--- config.mk ---
export PLATFORM = sky130hd
export DESIGN_NAME = sc_dot_product_array
export DESIGN_NICKNAME = d
export VERILOG_FILES = /design/src/rtl/sc_pkg.sv /design/src/rtl/sc_lfsr.sv /design/src/rtl/sc_dot_product_array.sv
export SDC_FILE = /design/constraint.sdc
export NUM_CORES = 1
export LEC_CHECK = 0
export BUFFER_PORTS_ARGS = -buffer_cell sky130_fd_sc_hd__buf_2
export CAP_MARGIN = 20
export CORE_MARGIN = 8
export CORE_UTILIZATION = 55
export CTS_CLUSTER_DIAMETER = 60
export DETAILED_ROUTE_END_ITERATION = 16
export PLACE_DENSITY = 0.77
export RECOVER_POWER = 100
export SLEW_MARGIN = 20
export SYNTH_ARGS = -nofsm -noshare
export SYNTH_HDL_FRONTEND = slang
export SYNTH_HIERARCHICAL = 1
export SYNTH_SLANG_ARGS = --single-unit
--- constraint.sdc ---
create_clock -name clk -period 2.7 [get_ports clk]
set_input_delay 0.405 -clock clk [delete_from_list [all_inputs] [get_ports clk]]
set_output_delay 0.405 -clock clk [all_outputs]
set_load 0.01 [all_outputs]
--- src/rtl/sc_pkg.sv ---
// Shared definitions for the stochastic-computing dot-product blocks.
// Holds LFSR geometry, product-mode constants, FSM encodings and helpers.
// No logic of its own; imported by every sc_* module.
package sc_pkg;

    // 16-bit Fibonacci LFSR, polynomial taps 16,15,13,4 (bits 15,14,12,3)
    localparam int          LFSR_W    = 16;
    localparam logic [15:0] LFSR_TAPS = 16'hD008;

    // Product modes: AND for unipolar streams, XNOR for bipolar streams
    localparam int SC_UNIPOLAR = 0;
    localparam int SC_BIPOLAR  = 1;

    typedef enum logic [1:0] {
        ST_IDLE = 2'd0,
        ST_RUN  = 2'd1,
        ST_DONE = 2'd2
    } sc_state_e;

    function automatic int clog2(input int value);
        int r;
        int v;
        r = 0;
        v = value - 1;
        while (v > 0) begin
            r = r + 1;
            v = v >>> 1;
        end
        return r;
    endfunction

    // LFSR bit feeding select bit i: spaced three apart so no two are adjacent
    function automatic int sel_tap(input int i);
        return 3 * i + 1;
    endfunction

endpackage

--- src/rtl/sc_lfsr.sv ---
// Fibonacci LFSR with enable; exposes the full state register.
// Latency: state updates on the edge where en is high.
// No backpressure: en alone decides whether the sequence advances.
module sc_lfsr
    import sc_pkg::*;
#(
    parameter int                WIDTH = 16,
    parameter logic [WIDTH-1:0]  SEED  = 16'hACE1,
    parameter logic [WIDTH-1:0]  TAPS  = 16'hD008
) (
    input  logic             clk,
    input  logic             rst,
    input  logic             en,
    output logic [WIDTH-1:0] state
);

    logic [WIDTH-1:0] state_q;
    logic [WIDTH-1:0] state_d;
    logic             fb;

    // Next state: shift left, feedback is the parity of the tapped bits
    always_comb begin
        fb      = ^(state_q & TAPS);
        state_d = state_q;
        if (en) begin
            state_d = {state_q[WIDTH-2:0], fb};
        end
    end

    // State register, reloads the seed on reset
    always_ff @(posedge clk) begin
        if (rst) begin
            state_q <= SEED;
        end else begin
            state_q <= state_d;
        end
    end

    assign state = state_q;

endmodule

--- src/rtl/sc_dot_product_array.sv ---
// Multi-channel stochastic dot product (mux-selected products) with windowed ones counters.
// Latency: result_bits 1 cycle after an accepted sample; count_valid the cycle after DONE.
// No backpressure out; in_valid low stalls the window and freezes the select LFSR.
module sc_dot_product_array
    import sc_pkg::*;
#(
    parameter int          LENGTH       = 4,
    parameter int          SELECT_WIDTH = 2,
    parameter int          NUM_OUT      = 2,
    parameter int          WINDOW_BITS  = 8,
    parameter int          BIPOLAR      = 0,
    parameter logic [15:0] LFSR_SEED    = 16'hACE1
) (
    input  logic                                 clk,
    input  logic                                 rst,
    input  logic                                 start,
    input  logic                                 in_valid,
    input  logic [LENGTH-1:0]                    data,
    input  logic [NUM_OUT*LENGTH-1:0]            weights,
    input  logic                                 sel_ext,
    input  logic [SELECT_WIDTH-1:0]              sel,
    output logic                                 busy,
    output logic [NUM_OUT-1:0]                   result_bits,
    output logic                                 bit_valid,
    output logic [NUM_OUT*(WINDOW_BITS+1)-1:0]   count,
    output logic                                 count_valid
);

    // Wide enough to hold a full window of ones without wrapping
    localparam int               CNT_W = clog2((1 << WINDOW_BITS) + 1);
    localparam logic [CNT_W-1:0] LAST  = CNT_W'((1 << WINDOW_BITS) - 1);

    sc_state_e                  state_q, state_d;
    logic [CNT_W-1:0]           samp_q, samp_d;
    logic [NUM_OUT-1:0]         result_bits_q, result_bits_d;
    logic                       bit_valid_q, bit_valid_d;
    logic [NUM_OUT*CNT_W-1:0]   count_q, count_d;
    logic                       count_valid_q, count_valid_d;

    logic                       accept;
    logic                       clr;
    logic [LFSR_W-1:0]          lfsr;
    logic                       lfsr_unused;
    logic [SELECT_WIDTH-1:0]    sel_int;
    logic [SELECT_WIDTH-1:0]    sel_eff;
    logic [NUM_OUT-1:0]         prod_bit;
    logic [NUM_OUT*CNT_W-1:0]   cnt_all;

    assign accept = (state_q == ST_RUN) && in_valid;

    sc_lfsr #(
        .WIDTH (LFSR_W),
        .SEED  (LFSR_SEED),
        .TAPS  (LFSR_TAPS)
    ) u_lfsr (
        .clk   (clk),
        .rst   (rst),
        .en    (accept),
        .state (lfsr)
    );

    // Only a few LFSR bits feed the select; the rest exist for sequence length
    assign lfsr_unused = ^lfsr;

    for (genvar i = 0; i < SELECT_WIDTH; i++) begin : g_sel
        assign sel_int[i] = lfsr[sel_tap(i)];
    end

    assign sel_eff = sel_ext ? sel : sel_int;

    for (genvar c = 0; c < NUM_OUT; c++) begin : g_ch
        logic [LENGTH-1:0] w;
        logic [LENGTH-1:0] prod;
        logic [CNT_W-1:0]  cnt_q, cnt_d;

        assign w           = weights[c*LENGTH +: LENGTH];
        assign prod        = (BIPOLAR == SC_BIPOLAR) ? ~(data ^ w) : (data & w);
        assign prod_bit[c] = prod[sel_eff];

        // Ones counter: cleared when a window starts, bumped per accepted sample
        always_comb begin
            cnt_d = cnt_q;
            if (clr) begin
                cnt_d = '0;
            end else if (accept) begin
                cnt_d = cnt_q + {{(CNT_W-1){1'b0}}, prod_bit[c]};
            end
        end

        // Ones counter register
        always_ff @(posedge clk) begin
            if (rst) begin
                cnt_q <= '0;
            end else begin
                cnt_q <= cnt_d;
            end
        end

        assign cnt_all[c*CNT_W +: CNT_W] = cnt_q;
    end

    // Window FSM plus sample counter and output register next-state
    always_comb begin
        state_d       = state_q;
        samp_d        = samp_q;
        result_bits_d = result_bits_q;
        bit_valid_d   = 1'b0;
        count_d       = count_q;
        count_valid_d = 1'b0;
        clr           = 1'b0;
        case (state_q)
            ST_IDLE: begin
                if (start) begin
                    state_d = ST_RUN;
                    samp_d  = '0;
                    clr     = 1'b1;
                end
            end
            ST_RUN: begin
                if (in_valid) begin
                    result_bits_d = prod_bit;
                    bit_valid_d   = 1'b1;
                    samp_d        = samp_q + 1'b1;
                    if (samp_q == LAST) begin
                        state_d = ST_DONE;
                    end
                end
            end
            ST_DONE: begin
                // Counters are final here; publish them on the way back to IDLE
                count_d       = cnt_all;
                count_valid_d = 1'b1;
                state_d       = ST_IDLE;
            end
            default: begin
                state_d = ST_IDLE;
            end
        endcase
    end

    // State and output registers
    always_ff @(posedge clk) begin
        if (rst) begin
            state_q       <= ST_IDLE;
            samp_q        <= '0;
            result_bits_q <= '0;
            bit_valid_q   <= 1'b0;
            count_q       <= '0;
            count_valid_q <= 1'b0;
        end else begin
            state_q       <= state_d;
            samp_q        <= samp_d;
            result_bits_q <= result_bits_d;
            bit_valid_q   <= bit_valid_d;
            count_q       <= count_d;
            count_valid_q <= count_valid_d;
        end
    end

    assign busy        = (state_q != ST_IDLE);
    assign result_bits = result_bits_q;
    assign bit_valid   = bit_valid_q;
    assign count       = count_q;
    assign count_valid = count_valid_q;

endmodule

# After elaboration in Yosys (flattened, before gate mapping)
# Index checks and enable logic that the tools add are counted.
[word_totals]
register_bits = 67
latchBits = 0
mem_bits_rw = 0
romBits = 0
input_bits = 19
output_inout_bits = 23
memories = 0
[op_classes]
n_addsub = 3
n_mul = 0
n_div = 0
n_lt_le_gt_ge = 1
n_eq_ne = 6
n_shift = 0
n_mux = 16
n_bitwise = 3
reduce_logical = 10
[ops]
columns = ["op", "count"]
rows = [
  ["9-bit by 1-bit adder with 9-bit output", 2],
  ["9-bit two-way mux", 2],
  ["9-bit case mux with 2 select lines", 1],
  ["16-bit XOR reduction", 1],
  ["9-bit by 1-bit adder with 9-bit output, second input constant", 1],
  ["9-bit by 8-bit == test with 1-bit output, second input constant", 1],
  ["4-bit bitwise AND", 2],
  ["2-bit two-way mux", 4],
  ["1-bit two-way mux", 6],
  ["3-bit AND reduction", 2],
  ["1-bit binary-select mux with 2-bit select", 2],
  ["2-bit != test, second input constant", 2],
  ["2-bit case mux with 2 select lines", 1],
  ["2-bit nonzero test", 2],
  ["2-bit OR reduction", 2],
  ["2-bit by 3-bit < comparator with 1-bit output, second input constant", 1],
  ["2-bit by 1-bit == test with 1-bit output, second input constant", 1],
  ["2-bit == test, second input constant", 1],
  ["2-bit logical NOT", 1],
  ["2-bit by 1-bit != test with 1-bit output, second input constant", 1],
  ["2-bit AND reduction", 1],
  ["1-bit logical AND", 1],
  ["1-bit inverter", 1],
]

# Depth between registers and ports, before layout
# Gate-level depths: netlist of run 1.
[logic_depth]
word_depth = 4
mapped_depth = 8
mapped_depth_nobuf = 8

# Hierarchy
# Netlist of run 1, hierarchy kept.
[by_module_without_submodules]
columns = ["module", "n_inst", "cells_per_inst", "area_each_um2", "seq_area_each_um2"]
rows = [
  ["sc_dot_product_array", 1, 275, 2329.7, 1021.0],
  ["sc_lfsr", 1, 55, 619.3, 320.3],
]

# Worst setup path after synthesis of run 1
# Ideal clock, no wire load.
[synth_path]
kind = "input to register"
from = "input sel_ext"
to = "register g_ch[1].cnt_q[6]"
setup_ns = 0.070
t_arrival_ns = 2.317
slack_ns = 0.313
stages = 8
cell_sequence = "mux2i_1 mux2_2 mux2i_1 ha_1 ha_1 nand3_1 or4_1 a21oi_1"
[synth_between]
elab_chain_cells = 4
[synth_lines]
columns = ["item", "line_no", "text"]
rows = [
  ["from (decl)", "sc_dot_product_array.sv:20", "input logic sel_ext,"],
  ["2-bit two-way mux", "sc_dot_product_array.sv:69", "assign sel_eff = sel_ext ? sel : sel_int;"],
  ["1-bit binary-select mux with 2-bit select", "sc_dot_product_array.sv:78", "assign prod_bit[c] = prod[sel_eff];"],
  ["1-bit two-way mux (implied by the code)", "sc_dot_product_array.sv:78", ""],
  ["named net prod_bit[1]", "sc_dot_product_array.sv:46", "logic [NUM_OUT-1:0] prod_bit;"],
  ["9-bit by 1-bit adder with 9-bit output", "sc_dot_product_array.sv:86", "cnt_d = cnt_q + {{(CNT_W-1){1'b0}}, prod_bit[c]};"],
  ["to (signal assigned)", "sc_dot_product_array.sv:95", "cnt_q <= cnt_d;"],
  ["to (decl)", "sc_dot_product_array.sv:74", "logic [CNT_W-1:0] cnt_q, cnt_d;"],
]
# The timed path passes the listed nets, and every way through them passes these cells. The select of a mux whose other input is x is not followed.
# A chain may end at the register's enable or synchronous reset.

# Final worst setup path of run 1
[layout_path]
from = "register u_lfsr.state_q[1] (netlist: u_lfsr/state[1])"
to = "register g_ch[1].cnt_q[8]"
[layout_between]
elab_chain_cells = 4
[layout_lines]
columns = ["item", "line_no", "text"]
rows = [
  ["from (decl)", "sc_lfsr.sv:17", "logic [WIDTH-1:0] state_q;"],
  ["from (signal assigned)", "sc_lfsr.sv:35", "state_q <= state_d;"],
  ["2-bit two-way mux", "sc_dot_product_array.sv:69", ""],
  ["1-bit binary-select mux with 2-bit select", "sc_dot_product_array.sv:78", ""],
  ["1-bit two-way mux (implied by the code)", "sc_dot_product_array.sv:78", ""],
  ["named net prod_bit[1]", "sc_dot_product_array.sv:46", ""],
  ["9-bit by 1-bit adder with 9-bit output", "sc_dot_product_array.sv:86", ""],
]
# The timed path passes the listed nets, and every way through them passes these cells. The select of a mux whose other input is x is not followed.

==> impl_metrics.yaml, run 1 <==
clocking:
  cts_resized: 0
  post_cts_buffers: 0
  postCtsHoldBufs: 0
  htree_levels: 3
  cts.reportedPaths.clkPinSlew_ns: 0.07
  cts-root-buf: "clkbuf_8"
  cts_tree: "built"
  clockBufferDepth: 2
  clock_latency_ns: 0.34
  cts_made_buffers: 9
  clkSinkCount: 67
setup_path:
  crit_arrival_ns: 2.64
  start_kind: "register"
  required_ns: 2.96
  cp_num_buf_inv: 1
  path_cells: "mux2i_1 -> buf_4 -> mux2_1 -> mux2i_1 -> ha_1 -> ha_1 -> nand3_1 -> or4_1 -> a21oi_1"
  end_kind: "register"
  cpLargestDelayFamily: "simple AND/OR/NAND/NOR gates"
  worstSetupPathType: "reg2reg"
  slowest_delay_ns: 0.51
  rrSetupSlack_ns: 0.32
  path_max_fanout: 6
  crit_slowest_cell: "or4_1"
sta:
  skew_ns: 0.00907
  setup_tns_ns: 0
  setup_violations: 0
  period_minus_slack_ns: 2.38
  setup_slack_ns: 0.323
  worst_slew_pin_slew_ns: 0.787
  fmax_mhz: 421
  slew_headroom_pct: 46.0
  period_share_pct: 88.0
  final_max_slew_viol_count: 0
  rsz0062_at_grt: "false"
  hold_viol: 0
floorplanning:
  die_w_um: 89.2
  fp.dieArea_um2: 7960
  rows: 26
  coreArea_um2: 5140
  start_util_pct: 57.4
  die_h_um: 89.2
  ios: 42
placement:
  gp_congestion: 0.748
  port_buffers: 41
  dp_hpwl_um: 4110
  place_ws_ns: 0.0861
detailed_routing:
  first_pass_iters: 4
  wirelength_um: 5900
  ant_nets: 0
  drt_iter0_drc: 90
  vias: 2424
  drc: 0
  via_per_inst: 5.50
  wl_per_cell_um: 13.4
cells_and_area:
  areaGrowthSynthToFinish_pct: 11.1
  drive_above_1_share_pct: 12.9
  diodes: 0
  finalNetCount: 392
global_route:
  grt_pass1_vias: 2195
  track_usage_pct: 15.8
  grt_pass1_wl_um: 9590
  antenna_found_initial: 0
  grt_max_degree: 29
  grt_overflow: 0
yosys:
  ys_warn_count: 6
  synth-edff-count: 0
  yosys.area.top_type: "dfxtp_1"
  syn_nets: 355
  synth_area_um2: 2950
  synthDistinctLibCells: 39
  synth_cells: 330
  async_flop_share_pct: 0
  syn_area_per_cell_um2: 8.94
  yosysTopAreaCellShare_pct: 45.5
  synth_area_leaders: "dfxtp_1, mux2i_1, nand2_1"
  yosysSeqAreaShare_pct: 45.5
  synth_most_common_cell: "dfxtp_1"
  synthTopCellsByCount: "dfxtp_1, nand2_1, a21oi_1"
  synth_ff_type: "dfxtp_1"
  ys_seq_elements: 67
min_path:
  min_path_type: "in2reg"
pwr:
  total_leakage_power_nw: 1.11
  power_density_nw_per_um2: 561
  max-vdd-ir-drop_v: 0.000444
flow_run:
  max-cap-violations: 0
status:
  status: "finished clean"
[layer usage]
metal / GRT usage [%] / vias to the layer above / wire [um]
met5: 0 / - / 0
met4: 8.61 / 0 / 132
met3: 5.33 / 13 / 373
met2: 26.9 / 44 / 2830
met1: 17.0 / 1133 / 2570
li1: - / 1234 / -
[placed cells by master, fill, tap and decap left out, types with 2 or more instances in the layout]
cell and count:
mux2i_1 25, nor2_1 13, a21oi_1 39, mux2_2 3
o31ai_1 8, or4_1 7, nand2_1 66, ha_1 6
clkbuf_1 27, nor4_1 3, nand3_1 7, o221ai_1 2
nand3b_1 8, o21ai_0 10, or3_1 8, inv_1 6
xnor2_2 2, dfxtp_1 67, buf_2 18, nor3_1 3
nand4_1 6, buf_4 3, clkbuf_8 10, or3b_2 6
nand2b_1 3
[layout make-up]
class / count / area [um2]
Timing Repair Buffer: 46 / 208
Clock buffer: 13 / 149
Sequential cell: 67 / 1340
Clock inverter: 2 / 12.5
Tap cell: 70 / 87.6
Multi-Input combinational cell: 236 / 1450
Inverter: 7 / 26.3
Fill cell: 499 / 1860
[state kept, by name, indices dropped and copies added (netlist names)]
register	count
count	18
g_ch.cnt_q	18
u_lfsr/state	16
samp_q	9
result_bits	2
state_q	2
bit_valid	1
count_valid	1
[kinds of logic after synthesis]
logic type / after synthesis / share of synthesized area [%]
AND/OR/NAND/NOR: 137 / 23.9
adder cells (fa/ha/maj): 6 / 2.55
XOR/XNOR: 3 / 1.40
AO/OA/AOI/OAI: 61 / 11.5
multiplexers: 29 / 10.0
buffers and inverters: 27 / 5.13
flip-flops: 67 / 45.5
[stage by stage]
| step | cell area [um2] | utilization, % | std cells | hold slack, ns | power [W] |
|---|---|---|---|---|---|
| floorplan | 2950 | - | 330 | 0.440 | 0.00113 |
| global placement | 3150 | 61.4 | 426 | 0.439 | 0.00116 |
| detailed placement | 3150 | 61.4 | 426 | 0.444 | 0.00116 |
| CTS | 3320 | 64.5 | 441 | 0.372 | 0.00186 |
| global route | 3280 | 63.8 | 441 | 0.430 | 0.00192 |
| finish | 3280 | 63.8 | 441 | 0.381 | 0.00184 |
[path summary, 6_finish.rpt]
| path | startpoint | to | cells after the start |
|---|---|---|---|
| hold / removal | start | state_q[0]$_SDFFE_PP0P_ | 3 |
| setup reg to reg | u_lfsr/state[1]$_SDFFE_PP0P_ | g_ch[1].cnt_q[8]$_SDFFE_PP0P_ | 9 |
| setup / recovery | u_lfsr/state[1]$_SDFFE_PP0P_ | g_ch[1].cnt_q[8]$_SDFFE_PP0P_ | 9 |
| hold reg to reg | count[16]$_SDFFE_PP0P_ | count[16]$_SDFFE_PP0P_ | 2 |
[tightest hold or removal path, stage by stage]
cell,delay (ns)
buf_2,0.09
o21ai_0,0.07
nor3_1,0.11
[power by group]
group	internal (W)	switching, W
registers	0.00100	0.0000128
logic	0.0000540	0.0000678
clock network	0.000352	0.000347
total	0.00141	0.000428
Power figures use the tool's default switching activity.
==> inputs of run 2 (changes only) <==
Settings changed: CORE_UTILIZATION 55 to 51, PLACE_DENSITY 0.77 to 0.75.
Clock period 2.7 ns to 1.95 ns, I/O delays scaled along.
==> run 2 against run 1 <==
Effect of this change: cell count grew 3.4%; count of clock-buffer cells in the layout shrank 3; largest cell class unchanged; the run now ends with negative setup slack left; register-to-register slack lost 0.58 ns; critical path type unchanged.
==> impl_metrics.yaml, run 2 (same netlist as run 1, synthesis figures left out) <==
status:
  status: "complete, but fails checks"
  violations: "negative setup slack"
clocking:
  cts_made_buffers: 9
  postCtsHoldBufs: 0
  cts_tree: "built"
  cts.reportedPaths.clkPinSlew_ns: 0.08
  clockBufferDepth: 2
  htree_levels: 3
  clock_latency_ns: 0.35
  cts-root-buf: "clkbuf_8"
  clkSinkCount: 67
setup_path:
  crit-reg2reg-capture: "g_ch[0].cnt_q[8]$_SDFFE_PP0P_"
  crit_slowest_cell: "or4_4"
  rr_startpoint: "u_lfsr/state[1]$_SDFFE_PP0P_"
  worstSetupPathType: "reg2reg"
  worst-r2r-cell-count: 9
  start_kind: "register"
  path_max_fanout: 6
  path_cells: "mux2i_4 -> buf_6 -> mux2_4 -> mux2i_1 -> ha_2 -> ha_4 -> nand2_4 -> or4_4 -> a21oi_2"
  crit_arrival_ns: 2.49
  rrSetupSlack_ns: -0.26
  slowest_delay_ns: 0.43
  required_ns: 2.23
  end_kind: "register"
pwr:
  max-vdd-ir-drop_v: 0.000622
  total_leakage_power_nw: 1.26
  power_density_nw_per_um2: 830
cells_and_area:
  finalNetCount: 404
  multi_input_area_um2: 1620
  diodes: 0
  drive_above_1_share_pct: 23.7
  n_fill_cell: 469
  layout_commonest_cell: "dfxtp_1"
  mostFrequentLayoutCells: "dfxtp_1, nand2_1, a21oi_1"
  final_util_pct: 65.7
  seqCellArea_um2: 1340
  areaGrowthSynthToFinish_pct: 23.3
sta:
  worst_slew_pin_slew_ns: 0.579
  hold_viol: 0
  setup_slack_ns: -0.259
  slew_headroom_pct: 61.4
  final_max_slew_viol_count: 0
  skew_ns: 0.0127
  fmax_mhz: 453
  setup_violations: 13
  period_share_pct: 113
  period_minus_slack_ns: 2.21
  rsz0062_at_grt: "true"
  hold_ws_ns: 0.255
detailed_routing:
  met3_length_um: 387
  drt-met1-wl_um: 2900
  via_per_inst: 5.40
  ant_nets: 0
  wirelength_um: 6300
  top_layer_used: "met4"
  wl_per_cell_um: 13.8
  vias: 2464
  first_pass_iters: 4
  drt_iter0_drc: 90
  drc: 0
  wl_met2_um: 2830
min_path:
  min_to: "state_q[0]$_SDFFE_PP0P_"
  hold_start: "start"
  min_path_type: "in2reg"
  hold_depth: 3
floorplanning:
  rows: 27
  fp.dieArea_um2: 8470
  coreArea_um2: 5540
  ios: 42
  start_util_pct: 53.2
  die_w_um: 92.0
  die_h_um: 92.0
global_route:
  grt_pass1_wl_um: 10600
  grt_pass1_vias: 2448
  antenna_found_initial: 0
  grt_overflow: 0
  grt_max_degree: 28
  track_usage_pct: 15.3
placement:
  port_buffers: 41
  dp_hpwl_um: 4360
  gp_congestion: 0.751
flow_run:
  max-cap-violations: 0
run 2: cell types whose count changed in the layout (fill, tap and decap cells not counted), moves of 3 or more:
cell,change
a21oi_2,+10
ha_1,-4
a21oi_1,-10
ha_4,+3
or4_4,+4
buf_4,+7
mux2_2,-3
or4_1,-4
mux2_4,+4
bufinv_16,+3
run 2: final cells by class:
cell class	count	area share, %
Clock buffer	10	3.78
Clock inverter	6	3.10
Timing Repair Buffer	58	8.39
Multi-Input combinational cell	236	44.6
Inverter	7	0.722
Sequential cell	67	36.9
Tap cell	72	2.48
run 2: metrics by stage:
step                      TNS (ns)  worst slack [ns]  cells  power, W  instance area [um2]
after CTS                    -2.26            -0.250    455   0.00306                 3610
after global routing         -3.80            -0.367    456   0.00314                 3640
after detailed placement     -4.37            -0.463    437   0.00164                 3330
after floorplan             -0.457            -0.104    330   0.00158                 3030
final                        -2.13            -0.259    456   0.00302                 3640
after global placement       -3.76            -0.377    437   0.00163                 3330
run 2: routing by layer:
layer,track usage (%),up-vias
li1,-,1256
met1,17.1,1140
met2,24.5,52
met3,5.46,16
met4,9.13,0
met5,0,-
run 2: critical path, delay by kind of cell (launching register included):
family / cells / cell delay (ns)
adder cells (fa/ha/maj): 2 / 0.38
flip-flops: 1 / 0.34
AND/OR/NAND/NOR: 2 / 0.50
multiplexers: 3 / 0.67
AO/OA/AOI/OAI: 1 / 0.12
buffers and inverters: 1 / 0.14
run 2: how the worst max path moves through the flow:
stage / from / endpoint / slack [ns] / depth (start not counted)
4_1_cts: u_lfsr/state[1]$_SDFFE_PP0P_ / g_ch[1].cnt_q[8]$_SDFFE_PP0P_ / -0.25 / 8
3_3_place_gp: sel_ext / g_ch[1].cnt_q[8]$_SDFFE_PP0P_ / -0.38 / 9
3_5_place_dp: sel_ext / g_ch[1].cnt_q[8]$_SDFFE_PP0P_ / -0.46 / 9
6_report: u_lfsr/state[1]$_SDFFE_PP0P_ / g_ch[0].cnt_q[8]$_SDFFE_PP0P_ / -0.26 / 9
2_1_floorplan: sel_ext / g_ch[1].cnt_q[6]$_SDFFE_PP0P_ / -0.10 / 8
5_1_grt: u_lfsr/state[1]$_SDFFE_PP0P_ / g_ch[0].cnt_q[8]$_SDFFE_PP0P_ / -0.37 / 9
run 2: power by group:
part,internal [W],total (W),switching [W]
Combinational,0.0000993,0.000207,0.000108
Clock,0.000886,0.00141,0.000521
Sequential,0.00139,0.00141,0.0000184
run 2: what timing repair did:
action,in CTS,in global routing
buffers inserted,2,1
pin swaps,10,5
resized for setup,6,17
setup endpoints to repair,14,14
